$ cat src/rtl/bram1be_arbiter.sv
// Two-client round-robin arbiter for a single-port byte-enable BRAM.
// Read responses are credit-reserved and returned through per-client FIFOs.
module bram1be_arbiter #(
  parameter int ADDR_WIDTH = 10,
  parameter int DATA_WIDTH = 32,
  parameter int WE_WIDTH   = 4,
  parameter int PIPELINED  = 0,
  parameter int RESP_DEPTH = 2
) (
  input  logic                  i_clk,
  input  logic                  i_rst_n,
  input  logic                  i_a_req_valid,
  output logic                  o_a_req_ready,
  input  logic [WE_WIDTH-1:0]   i_a_req_we,
  input  logic [ADDR_WIDTH-1:0] i_a_req_addr,
  input  logic [DATA_WIDTH-1:0] i_a_req_di,
  output logic                  o_a_rsp_valid,
  input  logic                  i_a_rsp_ready,
  output logic [DATA_WIDTH-1:0] o_a_rsp_data,
  input  logic                  i_b_req_valid,
  output logic                  o_b_req_ready,
  input  logic [WE_WIDTH-1:0]   i_b_req_we,
  input  logic [ADDR_WIDTH-1:0] i_b_req_addr,
  input  logic [DATA_WIDTH-1:0] i_b_req_di,
  output logic                  o_b_rsp_valid,
  input  logic                  i_b_rsp_ready,
  output logic [DATA_WIDTH-1:0] o_b_rsp_data,
  output logic                  o_bram_en,
  output logic [WE_WIDTH-1:0]   o_bram_we,
  output logic [ADDR_WIDTH-1:0] o_bram_addr,
  output logic [DATA_WIDTH-1:0] o_bram_di,
  input  logic [DATA_WIDTH-1:0] i_bram_do
);

  localparam int L  = 1 + PIPELINED;
  localparam int CW = $clog2(RESP_DEPTH + 1);
  localparam int PW = (RESP_DEPTH > 1) ? $clog2(RESP_DEPTH) : 1;

  logic [1:0]            w_valid, w_is_rd, w_elig, w_gnt, w_rd_gnt;
  logic [1:0]            w_push, w_pop, w_rsp_valid, w_rsp_ready, w_has_cred;
  logic [DATA_WIDTH-1:0] w_rsp_data [2];
  logic                  r_ptr;
  logic [L-1:0]          r_pv, r_pid;

  assign w_valid     = {i_b_req_valid, i_a_req_valid};
  assign w_is_rd     = {~|i_b_req_we, ~|i_a_req_we};
  assign w_rsp_ready = {i_b_rsp_ready, i_a_rsp_ready};
  assign w_elig      = w_valid & (~w_is_rd | w_has_cred);

  // Grants are gated by reset so every request-side output drops the moment reset asserts.
  assign w_gnt[0] = i_rst_n & w_elig[0] & (~w_elig[1] | ~r_ptr);
  assign w_gnt[1] = i_rst_n & w_elig[1] & (~w_elig[0] |  r_ptr);
  assign w_rd_gnt = w_gnt & w_is_rd;

  assign o_a_req_ready = w_gnt[0];
  assign o_b_req_ready = w_gnt[1];
  assign o_bram_en     = |w_gnt;
  assign o_bram_we     = w_gnt[0] ? i_a_req_we : (w_gnt[1] ? i_b_req_we : '0);
  assign o_bram_addr   = w_gnt[1] ? i_b_req_addr : i_a_req_addr;
  assign o_bram_di     = w_gnt[1] ? i_b_req_di   : i_a_req_di;

  assign o_a_rsp_valid = w_rsp_valid[0];
  assign o_b_rsp_valid = w_rsp_valid[1];
  assign o_a_rsp_data  = w_rsp_data[0];
  assign o_b_rsp_data  = w_rsp_data[1];

  // r_ptr = 0 gives A priority; it flips to the loser after every grant.
  always_ff @(posedge i_clk or negedge i_rst_n) begin
    if (!i_rst_n) begin
      r_ptr <= 1'b0;
      r_pv  <= '0;
      r_pid <= '0;
    end else begin
      if (|w_gnt) r_ptr <= w_gnt[0];
      r_pv[0]  <= |w_rd_gnt;
      r_pid[0] <= w_rd_gnt[1];
      for (int i = 1; i < L; i++) begin
        r_pv[i]  <= r_pv[i-1];
        r_pid[i] <= r_pid[i-1];
      end
    end
  end

  assign w_push[0] = r_pv[L-1] & ~r_pid[L-1];
  assign w_push[1] = r_pv[L-1] &  r_pid[L-1];

  function automatic logic [PW-1:0] f_nxt(input logic [PW-1:0] p);
    return (p == PW'(RESP_DEPTH - 1)) ? '0 : p + PW'(1);
  endfunction

  for (genvar c = 0; c < 2; c++) begin : g_cl
    logic [DATA_WIDTH-1:0] r_mem [RESP_DEPTH];
    logic [PW-1:0]         r_rd, r_wr;
    logic [CW-1:0]         r_cnt, r_cred;

    assign w_rsp_valid[c] = (r_cnt != '0);
    assign w_pop[c]       = w_rsp_valid[c] & w_rsp_ready[c];
    assign w_rsp_data[c]  = r_mem[r_rd];
    assign w_has_cred[c]  = (r_cred != '0);

    always_ff @(posedge i_clk) begin
      if (w_push[c]) r_mem[r_wr] <= i_bram_do;
    end

    // Credits + FIFO occupancy + reads in flight always sum to RESP_DEPTH.
    always_ff @(posedge i_clk or negedge i_rst_n) begin
      if (!i_rst_n) begin
        r_rd   <= '0;
        r_wr   <= '0;
        r_cnt  <= '0;
        r_cred <= CW'(RESP_DEPTH);
      end else begin
        if (w_push[c]) r_wr <= f_nxt(r_wr);
        if (w_pop[c])  r_rd <= f_nxt(r_rd);
        r_cnt  <= r_cnt + CW'(w_push[c]) - CW'(w_pop[c]);
        r_cred <= r_cred + CW'(w_pop[c]) - CW'(w_rd_gnt[c]);
      end
    end
  end

endmodule

$ cat config.mk
export PLATFORM = sky130hd
export DESIGN_NAME = bram1be_arbiter
export DESIGN_NICKNAME = d
export VERILOG_FILES = /design/src/rtl/bram1be_arbiter.sv
export SDC_FILE = /design/constraint.sdc
export NUM_CORES = 1
export LEC_CHECK = 0
export ABC_CLOCK_PERIOD_IN_PS = 11300
export BUFFER_PORTS_ARGS = -buffer_cell sky130_fd_sc_hd__clkbuf_2
export CAP_MARGIN = 20
export CORE_MARGIN = 4
export CORE_UTILIZATION = 40
export CTS_CLUSTER_SIZE = 24
export DETAILED_ROUTE_END_ITERATION = 8
export PLACE_DENSITY = 0.68
export SLEW_MARGIN = 5
export SYNTH_ARGS = -nofsm -noshare
export SYNTH_HDL_FRONTEND = slang
export SYNTH_SLANG_ARGS = --single-unit
$ cat constraint.sdc
create_clock -name i_clk -period 11.3 [get_ports i_clk]
set_input_delay 3.39 -clock i_clk [delete_from_list [all_inputs] [get_ports i_clk]]
set_output_delay 3.39 -clock i_clk [all_outputs]
set_load 0.02 [all_outputs]
==> flow_summary.ini <==
[grt]
grt_pass1_vias = 4095
antenna_found_initial = 1
grt_max_degree = 44
grt.total_usage_pct = 17.54
overflow = 0
grt_pass1_wl_mm = 21.87

[yosys]
synth_cell_type_count = 30
syn_area_sq_mm = 0.005973
yosysMostFrequentCell = edfxtp_1
yosysTopAreaCell = edfxtp_1
synth_edf_count = 128
syn_area_per_cell_sq_um = 18.55
yosys.area.top_type_share_pct = 64.35
yosysSeqAreaShare_pct = 70.67
ys_warn_count = 0
synthTopCellsByCount = edfxtp_1 (128), mux2_2 (102), dfrtp_1 (13)
synth_seq_cells = 143
synth_ff_type = edfxtp_1
syn_inst = 322
synth_nets = 460
async_flop_share_pct = 10.49
ys_top_cells_by_area = edfxtp_1 (64%), mux2_2 (19%), dfrtp_1 (5.4%)

[drt]
via_count = 3773
drt_iter0_drc = 180
drc = 0
drtAntennaViolNets = 0
wl_per_cell_um = 19.28
wl_mm = 14.92
first_pass_iters = 4
avgViaCountPerCell = 4.875

[clocking]
clkSinkCount = 143
clock_latency_ns = 0.41
cts_tree = built
clockBufferDepth = 2
root_buffer = clkbuf_16
ctsResizeCount = 0
cts_made_buffers = 17
cts_setup_buffers = 0
cts_htree_levels = 4
ctsHoldBuffers = 0
cts.clk_slew.worst_paths_ns = 0.05

[critical_path]
crit-reg2reg-launch = g_cl[1].r_cred[0]
worst_path_dominant_cell_family = buffers and inverters
cp_max_fo = 43
path_class = in2out
r2r_slack_ns = 9.42
worstSetupEndpointType = output port
cp.arrival_ns = 5.57
startpoint = i_b_req_we[0]
cp.required_ns = 7.91
cp_num_buf_inv = 3
slowest_delay_ns = 0.57
path_depth = 7
start_kind = input port
slowest_stage = or4_4
r2r_cells = 8
worst_path_most_repeated_cell = clkbuf_2
worstPathCellList = clkbuf_2 > or4_4 > o311a_4 > o21ai_4 > buf_4 > mux2_2 > clkbuf_2

[timing]
tightest_slew_ns = 0.9551
fin_skew_ns = 0.005015
relSlewSlack_pct = 36.32
hold_ws_ns = 0.4666
fin_crit_sh_pct = 79.25
setup_violations = 0
rsz0062_at_grt = no
layout_min_cycle_time_ns = 8.955
setup_tns_ns = 0
hold_violations = 0
fmax_mhz = 111.7
drv_slew = 0

[hold_path]
hold_path_class = reg2reg
hold-path-cell-count = 1
min_from = g_cl[0].r_cnt[1]

[power_and_ir_drop]
sw_frac_of_total_pct = 30.24
p_comb_share_pct = 24.9
power_uw = 1602
internal_power_uw = 1118
p_switching_uw = 484.6
total_leakage_power_uw = 0.003308
peakVddDrop_uv = 101.6
power.share.sequential_pct = 42.4
clockPowerShare_pct = 32.7
powerDensity_mw_per_mm2 = 201.0

[floorplanning]
core-area_sq_mm = 0.01459
start_util_pct = 40.94
dieArea_sq_mm = 0.01695
rows = 44
die_y_um = 130.2
io_pins = 245
die_x_um = 130.2

[status]
status = finished clean

[finish]
nets = 714
syn_to_final_growth_pct = 33.45
layout-drive-gt1-share_pct = 66.55

[place]
dpl.hpwl_mm = 10.63
io_buffers = 244
place_congestion = 0.8865

[run]
maxCapViolations = 0
==> routing by layer <==
metal  track usage (%)  routed length (um)
met2             31.23                7850
met1             19.40                5763
met4             6.907                 252
met3             5.690                1053
met5                 0                   0
==> layout by cell type (no fill, tap or decap), types with 2 or more instances in the layout <==
cell        instances
ha_1                8
clkinvlp_4          2
nor2_1              2
clkbuf_16          17
clkbuf_2          244
buf_4               2
mux2_1              4
edfxtp_1          128
xor2_1              2
or4_4               2
a21oi_1             2
mux2_2            102
or2_2               2
nor2_4              2
and2_1              2
clkbuf_1            3
bufinv_16           2
a22o_1              4
dfrtp_1            11
clkinv_4            2
dfstp_2             2
clkinv_2            4
clkinv_1            2
dfrtp_2             2
inv_1              11
xnor2_1            10
==> area by class of cell <==
type	instances	area, sq um
fill	1190	6618
sequential	143	4224
multi-input combinational	155	1649
timing repair buffer	247	1264
clock buffer	20	436.7
tap	184	230.2
clock inverter	12	120.1
inverter	12	45.04
antenna	1	2.502
==> cell families (layout without fill, tap and decap cells) <==
kind of cell	after synthesis	count (layout)	share of synthesized area (%)
muxes	106	106	19.98
DFF	143	143	70.67
buffers and inverters	24	291	2.011
and+or+nand+nor	15	15	1.508
xor gates and xnor gates	12	12	1.760
other	0	1	0
AOI/OAI and AO/OA	14	14	2.388
adders and majority gates	8	8	1.676
==> registers in the layout, indices dropped and copies added, names as in the netlist <==
register / count
g_cl.r_cred: 4
g_cl.r_wr: 2
g_cl.r_mem: 128
r_pid: 1
g_cl.r_cnt: 4
r_ptr: 1
r_pv: 1
g_cl.r_rd: 2
==> worst paths after layout <==
| path | to |
|---|---|
| setup / recovery | o_bram_di[22] |
| hold / removal | g_cl[0].r_cnt[1] |
| setup reg to reg | g_cl[1].r_cred[1] |
| hold reg to reg | g_cl[0].r_cnt[1] |
| max in group asynchronous | g_cl[0].r_rd |
| min in group asynchronous | g_cl[1].r_cnt[0] |
==> through the flow <==
| stage | instances | utilization [%] | area, sq um | setup slack [ns] |
|---|---|---|---|---|
| floorplan | 322 | - | 5973 | 2.914 |
| global placement | 740 | 50.62 | 7385 | 2.403 |
| detailed placement | 741 | 50.81 | 7412 | 2.342 |
| CTS | 773 | 54.62 | 7969 | 2.344 |
| global route | 774 | 54.64 | 7971 | 2.249 |
| finish | 774 | 54.64 | 7971 | 2.345 |
==> power by group through the flow <==
stage               logic [uW]  registers [uW]  clock network, uW
floorplan                  315             631                  0
global placement           397             693                  0
detailed placement         404             694                  0
CTS                        405             685                536
global route               430             689                560
finish                     399             680                523
Power figures use the tool's default switching activity.
